==> src/rtl/player_move_ctrl.sv <==
// Tile-based player movement controller: validates each tick-driven step against
// the maze bounds and an external wall map, then hands the redraw to the renderer.
module player_move_ctrl #(
    parameter int GRID_W  = 20,
    parameter int GRID_H  = 15,
    parameter int START_X = 1,
    parameter int START_Y = 1
) (
    input  logic       clock,
    input  logic       reset,
    input  logic       enable,
    input  logic [2:0] dir,
    input  logic       tick,
    output logic       map_req,
    output logic [8:0] map_addr,
    input  logic       map_ack,
    input  logic       map_wall,
    output logic       draw_req,
    input  logic       draw_ack,
    output logic [4:0] old_x,
    output logic [4:0] old_y,
    output logic [4:0] player_x,
    output logic [4:0] player_y,
    output logic [2:0] heading,
    output logic       busy,
    output logic       blocked,
    output logic [2:0] fsm_state
);

    // Handshakes: a request (map_req / draw_req) stays high with its payload frozen
    // until the matching ack is seen high on a rising edge; it drops the next cycle.
    typedef enum logic [2:0] {
        S_IDLE   = 3'd0,
        S_CHECK  = 3'd1,
        S_WAIT   = 3'd2,
        S_UPDATE = 3'd3,
        S_DRAW   = 3'd4
    } state_t;

    localparam logic [2:0] DIR_STILL = 3'd0;
    localparam logic [2:0] DIR_UP    = 3'd1;
    localparam logic [2:0] DIR_LEFT  = 3'd2;
    localparam logic [2:0] DIR_DOWN  = 3'd3;
    localparam logic [2:0] DIR_RIGHT = 3'd4;

    localparam logic [5:0] GRID_W6 = 6'(GRID_W);
    localparam logic [5:0] GRID_H6 = 6'(GRID_H);
    localparam logic [8:0] GRID_W9 = 9'(GRID_W);
    localparam logic [4:0] START_X5 = 5'(START_X);
    localparam logic [4:0] START_Y5 = 5'(START_Y);

    state_t     state;
    state_t     state_next;
    logic [2:0] move_dir;
    logic [4:0] tgt_x;
    logic [4:0] tgt_y;

    logic [5:0] tx_c;
    logic [5:0] ty_c;
    logic       in_range;
    logic [8:0] addr_c;

    logic       capture;
    logic       issue;
    logic       do_update;
    logic       reject;
    logic       dir_valid;

    assign dir_valid = (dir >= DIR_UP) && (dir <= DIR_RIGHT);

    // Target is formed one bit wider so that 0-1 wraps to 63 and fails the range test.
    always_comb begin
        tx_c = {1'b0, player_x};
        ty_c = {1'b0, player_y};
        case (move_dir)
            DIR_UP:    ty_c = {1'b0, player_y} - 6'd1;
            DIR_DOWN:  ty_c = {1'b0, player_y} + 6'd1;
            DIR_LEFT:  tx_c = {1'b0, player_x} - 6'd1;
            DIR_RIGHT: tx_c = {1'b0, player_x} + 6'd1;
            default: ;
        endcase
        in_range = (tx_c < GRID_W6) && (ty_c < GRID_H6);
        addr_c   = ({4'b0, ty_c[4:0]} * GRID_W9) + {4'b0, tx_c[4:0]};
    end

    always_comb begin
        state_next = state;
        capture    = 1'b0;
        issue      = 1'b0;
        do_update  = 1'b0;
        reject     = 1'b0;
        case (state)
            S_IDLE: begin
                if (tick && enable && (heading != DIR_STILL)) begin
                    capture    = 1'b1;
                    state_next = S_CHECK;
                end
            end
            S_CHECK: begin
                if (in_range) begin
                    issue      = 1'b1;
                    state_next = S_WAIT;
                end else begin
                    reject     = 1'b1;
                    state_next = S_IDLE;
                end
            end
            S_WAIT: begin
                if (map_ack) begin
                    if (map_wall) begin
                        reject     = 1'b1;
                        state_next = S_IDLE;
                    end else begin
                        state_next = S_UPDATE;
                    end
                end
            end
            S_UPDATE: begin
                do_update  = 1'b1;
                state_next = S_DRAW;
            end
            S_DRAW: begin
                if (draw_ack) begin
                    state_next = S_IDLE;
                end
            end
            default: state_next = S_IDLE;
        endcase
    end

    always_ff @(posedge clock or posedge reset) begin
        if (reset) begin
            state <= S_IDLE;
        end else begin
            state <= state_next;
        end
    end

    // A rejected move clears heading even if a new direction arrives in that same cycle.
    always_ff @(posedge clock or posedge reset) begin
        if (reset) begin
            heading <= DIR_STILL;
            blocked <= 1'b0;
        end else begin
            blocked <= reject;
            if (reject) begin
                heading <= DIR_STILL;
            end else if (dir_valid) begin
                heading <= dir;
            end
        end
    end

    always_ff @(posedge clock or posedge reset) begin
        if (reset) begin
            move_dir <= DIR_STILL;
            tgt_x    <= START_X5;
            tgt_y    <= START_Y5;
            map_addr <= 9'd0;
        end else begin
            if (capture) begin
                move_dir <= heading;
            end
            if (issue) begin
                tgt_x    <= tx_c[4:0];
                tgt_y    <= ty_c[4:0];
                map_addr <= addr_c;
            end
        end
    end

    always_ff @(posedge clock or posedge reset) begin
        if (reset) begin
            player_x <= START_X5;
            player_y <= START_Y5;
            old_x    <= START_X5;
            old_y    <= START_Y5;
        end else if (do_update) begin
            old_x    <= player_x;
            old_y    <= player_y;
            player_x <= tgt_x;
            player_y <= tgt_y;
        end
    end

    assign map_req   = (state == S_WAIT);
    assign draw_req  = (state == S_DRAW);
    assign busy      = (state != S_IDLE);
    assign fsm_state = state;

endmodule

==> config.mk <==
export PLATFORM = sky130hd
export DESIGN_NAME = player_move_ctrl
export DESIGN_NICKNAME = d
export VERILOG_FILES = /design/src/rtl/player_move_ctrl.sv
export SDC_FILE = /design/constraint.sdc
export NUM_CORES = 1
export LEC_CHECK = 0
export BUFFER_PORTS_ARGS = -buffer_cell sky130_fd_sc_hd__buf_2
export CAP_MARGIN = 20
export CORE_MARGIN = 2
export CORE_UTILIZATION = 49
export DETAILED_ROUTE_END_ITERATION = 6
export HOLD_SLACK_MARGIN = 0.02
export PLACE_DENSITY = 0.79
export SYNTH_ARGS = -nofsm -noshare
export SYNTH_HDL_FRONTEND = slang
export SYNTH_SLANG_ARGS = --single-unit
==> constraint.sdc <==
create_clock -name clock -period 4.9 [get_ports clock]
set_input_delay 0.735 -clock clock [delete_from_list [all_inputs] [get_ports clock]]
set_output_delay 0.735 -clock clock [all_outputs]
set_load 0.02 [all_outputs]
Word-level counts from Yosys, hierarchy flattened
Index checks and enable logic that the tools add are counted.

storage, ports and cells
  output and inout bits = 39
  bits in latches = 0
  bits in read-only memories = 0
  memories kept = 0
  word-level logic and storage cells = 60
  memory bits (writable) = 0
  bits of input ports = 10
  register bits = 49

cells by class
  shifts and indexed selects = 0
  multiply operators = 1
  multiplexer cells = 19
  add/sub/neg operators = 5
  reductions and logical operators = 9
  div/mod/pow operators = 0
  bitwise logic cells = 0
  magnitude comparators = 4
  equality and inequality tests = 11

operator list
  operator             number
  $pmux 6 s2           2
  $mux 3               5
  $pmux 3 s5           1
  $add 5x1->6 const B  2
  $eq 3x2->1 const B   4
  $sub 5x1->6 const B  2
  $add 9x5->9          1
  $mux 1               8
  $mul 5x3->7 const B  1
  $eq 3x1->1 const B   2
  $eq 3x3->1 const B   2
  $lt 6x4->1 const B   1
  $lt 6x5->1 const B   1
  $reduce_bool 3->1    2
  $logic_and 1x1->1    4
  $mux 2               2
  $ne 2x1->1 const B   2
  $ge 3x1->1 const B   1
  $le 3x3->1 const B   1
  $logic_not 3->1      1
  $reduce_and 3->1     1
  $ne 2x2->1 const B   1
  $pmux 1 s2           1
  $reduce_bool 2->1    1

Depth between registers and ports, before layout
Gate-level depths: netlist of the first run.

  depth in word-level cells = 7
  gate-level depth with buffers = 17
  mapped depth without buffers = 16

Least setup slack after synthesis of the first run
No wires, ideal clock.

  path type = register to register
  start point = register move_dir[2]
  end point = register map_addr[8]
  path buffers = 1
  setup slack = 1.261 ns
  clock period less this slack = 3.639 ns
  arrival = 3.514 ns
  data required time = 4.775 ns
  cell stages (with the launch flop) = 18
  library setup time = 0.125 ns
  cells stage by stage = dfrtp_1 -> buf_6 -> and2b_1 -> nand2_1 -> ha_1 -> a21oi_1 -> a21boi_0 -> nand2b_1 -> xnor2_1 -> o21ai_0 -> ha_1 -> fa_1 -> o211ai_1 -> o21ai_0 -> a211oi_1 -> a21oi_1 -> xnor2_1 -> mux2_4

between the ends
  longest elaborated chain between the ends = 6
  elaborated cells between the ends (all ways) = 13
  those cells by class = add/sub (1); mul (1); order compare (2); eq/ne (4); mux (4); reduce/logical (1)

RTL lines
  element                                                              line  text
  from (decl)                                                          54    logic [2:0] move_dir;
  from (signal assigned)                                               162   move_dir <= heading;
  parallel branches: the longest is 6 deep, another holds $add 9x5->9  n/a
  to (signal assigned)                                                 167   map_addr <= addr_c;
  to (decl)                                                            15    output logic [8:0] map_addr,

Parallel ways; which one is timed is not known.
A chain may end at the register's enable or synchronous reset.

Final worst setup path of the first run
Same ends and word-level chain as after synthesis.

==> results of run 1 <==
worst max path at each step:
| stage | endpoint | slack [ns] | cells after the start |
|---|---|---|---|
| final | map_addr[8] | 0.75 | 16 |
| after global routing | map_addr[8] | 0.45 | 16 |
| after CTS | map_addr[8] | 0.80 | 16 |
| after detailed placement | map_addr[8] | 0.80 | 16 |
| after global placement | map_addr[5] | 1.10 | 12 |
| after floorplan | map_addr[8] | 1.26 | 17 |
cell usage after synthesis (all sizes together) (2+ instances only):
library cell / n
inv: 13
nor2b: 4
nand2b: 5
xnor2: 15
xor2: 3
mux2: 38
or3: 3
fa: 4
buf: 5
mux2i: 3
nand2: 21
nor4b: 2
nand3: 4
nor3b: 3
a21oi: 8
a21boi: 2
nand3b: 4
o22ai: 3
a21o: 4
o211ai: 4
clkbuf: 4
o31ai: 3
and2: 2
nor3: 4
dfrtp: 42
o21ai: 13
ha: 17
a211oi: 2
nor2: 14
o21a: 2
dfstp: 6
state kept, by name, indices dropped and copies added, names as in the netlist:
name / cells
move_dir: 3
fsm_state: 3
tgt_y: 5
map_addr: 9
heading: 3
tgt_x: 4
player_y: 5
old_x: 5
blocked: 1
player_x: 5
old_y: 5
worst max-delay path: cells and delay by family, from the launching register on:
kind	cells	cell delay (ns)
simple gates	3	0.74
mux	1	0.28
xor+xnor	2	0.27
compound gates	7	1.19
flops	1	0.49
fa+ha+maj	3	1.07
per-layer routing:
| layer | track usage (%) | wire length, um | vias up |
|---|---|---|---|
| met4 | 6.271 | 75 | 0 |
| met5 | 0 | 0 | - |
| li1 | - | - | 1042 |
| met1 | 26.24 | 2741 | 1053 |
| met2 | 34.51 | 2986 | 45 |
| met3 | 4.066 | 230 | 6 |
through the flow:
step	instance area [um^2]	worst slack, ns
3_5_place_dp	3213	0.7999
4_1_cts	3321	0.7974
2_1_floorplan	2942	1.261
5_1_grt	3356	0.4455
6_report	3356	0.7489
3_3_place_gp	3213	1.103
power groups by stage:
stage	sequential, mW	combinational (mW)	clock, mW
after global placement	0.659	1.30	0
after detailed placement	0.669	1.36	0
after global routing	0.684	1.52	0.311
after CTS	0.661	1.38	0.294
after floorplan	0.722	1.01	0
final	0.660	1.38	0.289
kinds of logic (layout without fill, tap and decap cells):
group,Yosys count,in the layout,share of synthesized area [%]
fa+ha+maj,21,21,9.953
simple gates,71,71,12.93
mux,41,41,16.33
flops,48,48,41.09
xor+xnor,18,18,5.360
compound gates,46,46,10.29
buf+inv,22,72,4.041
layout by cell type, fill, tap and decap left out, types with 4 or more instances in the layout:
cell type,instances
a21o_1,4
a21oi_1,8
buf_2,48
clkbuf_8,5
dfrtp_1,42
dfstp_2,6
fa_1,4
ha_1,17
inv_1,12
mux2_2,32
mux2_4,6
nand2_1,21
nand2b_1,4
nand3_1,4
nand3b_1,4
nor2_1,14
nor2b_1,4
nor3_1,4
o211ai_1,4
o21ai_0,13
xnor2_1,15
area by class of cell:
cell class,instances,area [um^2]
fillers,506,2495
flip-flops and latches,48,1209
repair buffers,51,282.8
inverters,13,48.80
multi-input cells,197,1614
clock inverters,2,35.03
well taps,75,93.84
clock buffers,6,72.57
==> reports/results.ini, run 1 <==
[run_status]
status = finished clean

[logic_synthesis]
ys_seq_area_share_pct = 41.09
postSynthCellCount = 267
yosysTopAreaCell = dfrtp_1
synth_area_um2 = 2942
yosys-top-cells-area = dfrtp_1 36%, mux2_2 12%, ha_1 7.2%, dfstp_2 5.4%, xnor2_1 4.5%
synth_cell_types = 47
ys_seq_elements = 48
yosysWarnings = 0
synthFlopType = dfrtp_1
syn_area_per_cell_um2 = 11.02
synth-async-reset-ratio_pct = 100.0
synth_top_area_share_pct = 35.73
syn_nets = 298
synth-edff-count = 0

[clocking]
cts_sinks = 48
hold_buffers = 0
cts_buffers = 5
htreeDepth = 2
cts_root_buffer = clkbuf_8
cts_tree = yes
clk_latency_ns = 0.31
clock_path_buffers = 2
cts_resized = 0
clkSlewWorstSetupHoldPaths_ns = 0.10
cts_setup_buffers = 0

[setup_path]
crit_chain = and2b_1 -> nand2_1 -> ha_1 -> a21oi_1 -> a21boi_0 -> nand2b_1 -> xnor2_1 -> o21ai_0 -> ha_1 -> fa_1 -> o211ai_1 -> o21ai_0 -> a211oi_1 -> a21oi_1 -> xnor2_1 -> mux2_4
crit_arrival_ns = 4.34
r2r_cells = 16
critPathLaunchType = register
crit_type = reg2reg
r2r_slack_ns = 0.75
critPathMaxStageDelay_ns = 0.49
r2r-end = map_addr[8]
cp.required_ns = 5.09
critPathLaunch = move_dir[2]
rr_startpoint = move_dir[2]
cp_max_fo = 10
crit_slowest_cell = dfrtp_1
setup.worst_path.end_class = register

[finish]
antennaDiodeCount = 0
synthToLayoutAreaGrowth_pct = 14.08
drive_above_1_share_pct = 34.07
fin_util_pct = 57.36
nets = 347
stdcell_count = 392

[power_and_ir_drop]
cellLeakagePower_nw = 1.675
p_per_area_nw_per_um2 = 693.7
ir_worst_vdd_mv = 0.2542
pwr-share-seq_pct = 28.3
comb_power_share_pct = 59.3
pwr-share-clk_pct = 12.4
p_total_mw = 2.328
p_switching_mw = 1.011
swShare_pct = 43.41
p_int_mw = 1.317

[global_routing]
grt.total_usage_pct = 20.35
antenna_found_initial = 0
grt_max_degree = 49
grt_pass1_wl_um = 10350
first_global_vias = 2173
grt.overflow.total = 0

[placement]
port_buffers = 48
dp.final_hpwl_um = 4365
dp.cells = 382
gp_congestion = 0.8961

[timing]
fin_crit_sh_pct = 84.72
relSlewSlack_pct = 61.85
slew_violations = 0
whs_ns = 0.4418
period_needed_ns = 4.151
tightest_slew_ns = 0.5662
hold_violations = 0
max_freq_ghz = 0.2409
rsz0062_at_grt = no
skew_ns = 0.01120
fin_tns_setup_ns = 0
setup_viol_count_final = 0

[floorplanning]
die-height_um = 81.48
die_w_um = 81.48
num_rows = 28
core-area_um2 = 5851
die_area_um2 = 6639
pin_count = 49
start_util_pct = 50.28

[route]
route.detailed.drc = 0
ant_nets = 0
dr_total_vias = 2146
routed_wl_um = 6033
dr.pass1.iters = 4
via_per_inst = 5.474
avgRoutedWirePerCell_um = 15.39
drt_iter0_drc = 90

[min_path]
hp-class = in2async

[job]
cap_violations = 0

(Power assumes the default switching activity.)
==> run 2, diff against run 1 <==
Settings changed: ABC_AREA set to 1.
Clock period 4.9 ns to 4.3 ns, I/O delays scaled along.
==> reports/results.ini, run 2 <==
[timing]
period_needed_ns = 3.638
tightest_slew_ns = 0.6363
skew_ns = 0.004385
whs_ns = 0.3662
max_freq_ghz = 0.2749
rsz0062_at_grt = no
hold_violations = 0
fin_tns_setup_ns = 0
fin_ws_ns = 0.6622
relSlewSlack_pct = 57.46
fin_crit_sh_pct = 84.60
setup_viol_count_final = 0
slew_violations = 0

[setup_path]
setup.worst_path.end_class = register
crit_type = reg2reg
crit_arrival_ns = 3.81
cp_max_fo = 8
critPathLaunchType = register
cp.required_ns = 4.48

[route]
avgRoutedWirePerCell_um = 12.83
via_per_inst = 5.025
drt_iter0_drc = 156
ant_nets = 0
route.detailed.drc = 0
dr_total_vias = 2392
dr.pass1.iters = 4
routed_wl_um = 6109

[floorplanning]
pin_count = 49
core-area_um2 = 5851
die-height_um = 81.56
die_area_um2 = 6652
start_util_pct = 50.38
num_rows = 28
die_w_um = 81.56

[clocking]
clkSlewWorstSetupHoldPaths_ns = 0.08
cts_sinks = 48
clock_path_buffers = 2
cts_resized = 0
cts_root_buffer = clkbuf_8
cts_buffers = 5
htreeDepth = 2
cts_setup_buffers = 0
cts_tree = yes
clk_latency_ns = 0.30
hold_buffers = 0

[logic_synthesis]
synth.most_common_cell = nand2_1
synth-edff-count = 0
synth_top_family_by_area = simple AND/OR/NAND/NOR gates
synth-async-reset-ratio_pct = 100.0
synth-compound-area-share_pct = 13.29
synth-simple-area-share_pct = 24.15
syn_nets = 383
ys_seq_elements = 48
synthAdderAreaFrac_pct = 9.932
synthFlopType = dfrtp_1
synth_area_um2 = 2948
ys_seq_area_share_pct = 41.00
yosysTopAreaCell = dfrtp_1
synth_top_area_share_pct = 35.65
syn_area_per_cell_um2 = 8.375
postSynthCellCount = 352
synth_cell_types = 35
yosys-top-cells-area = dfrtp_1 36%, nand2_1 8.4%, ha_1 7.2%, inv_1 6.1%, dfstp_2 5.3%
synthTopCellsByCount = 66 x nand2_1, 48 x inv_1, 42 x dfrtp_1
yosysWarnings = 0
synth-xor-area-share_pct = 2.971
synthMuxAreaShare_pct = 0

[finish]
multi_input_area_um2 = 1484
synthToLayoutAreaGrowth_pct = 12.99
final_common_cell = nand2_1
drive_above_1_share_pct = 27.68
n_fill_cell = 540
nets = 432
largest_reg_flops = 9
regArea_um2 = 1209
mostFrequentLayoutCells = 66 x nand2_1, 48 x buf_2, 47 x inv_1
antennaDiodeCount = 0
top_register = map_addr

[placement]
pre_cts_ws_ns = 0.6630
dp.final_hpwl_um = 4613
port_buffers = 48
gp_congestion = 0.8940

[global_routing]
grt.total_usage_pct = 20.42
grt_pass1_wl_um = 10570
grt.overflow.total = 0
grt_max_degree = 49
first_global_vias = 2275
antenna_found_initial = 0

[run_status]
status = finished clean

[job]
cap_violations = 0

[min_path]
hp-class = in2async

run 2: cell count changes after synthesis, sizes merged, moves of 11 or more:
cell / delta
mux2: -38
nand2: +63
nand3: +29
inv: +40
o21ai: +20
nor2: +11
a21oi: +11
run 2: layer usage:
metal / part of all wire (%) / GRT usage, %
met5: 0 / 0
met4: 2.0 / 7.288
met3: 4.3 / 4.505
met2: 49 / 33.52
met1: 45 / 26.53
run 2: path summary, 6_finish.rpt:
check	end	start	slack, ns	cells past startpoint
min in group clock	tgt_y[0]	tgt_y[0]	0.48	2
worst min register to register	tgt_y[0]	tgt_y[0]	0.48	2
worst min-delay path	heading[0]	reset	0.37	2
worst max register to register	map_addr[8]	move_dir[2]	0.66	20
max in group asynchronous	tgt_x[0]	reset	3.35	3
worst max-delay path	map_addr[8]	move_dir[2]	0.66	20
run 2: cell type report:
class,count,share of cell area (%)
Clock inverter,1,0.1503
Timing Repair Buffer,50,8.039
Tap cell,75,2.817
Multi-Input combinational cell,243,44.55
Sequential cell,48,36.29
Inverter,53,5.973
Clock buffer,6,2.179
run 2: metrics by stage:
step | cells | instance area (um^2) | util (%)
after floorplan | 352 | 2948 | -
after global placement | 468 | 3233 | 55.26
after detailed placement | 468 | 3233 | 55.26
after CTS | 475 | 3311 | 56.59
after global routing | 476 | 3331 | 56.93
final | 476 | 3331 | 56.93
run 2: critical path, stage by stage (launching register included):
cell	delay, ns
dfrtp_1	0.42
inv_2	0.10
nand2_4	0.08
nor2_1	0.16
inv_1	0.14
ha_1	0.36
nand2_1	0.10
nand3_1	0.08
nand2_1	0.06
nand3_1	0.06
nand2_1	0.12
inv_1	0.08
nor2_1	0.23
nor2_1	0.08
ha_1	0.23
fa_1	0.38
xor2_1	0.26
nand3_1	0.13
xnor2_1	0.21
xnor2_1	0.16
o21ai_2	0.08
run 2: cells by family (layout without fill, tap and decap cells):
group           Yosys count  after routing
compound gates           60             60
xor+xnor                 10             10
fa+ha+maj                21             21
buf+inv                  61            110
flops                    48             48
simple gates            152            152
Power of run 2 is not shown: default switching activity piles up to over one toggle a cycle in this logic, so the estimate is an artifact.
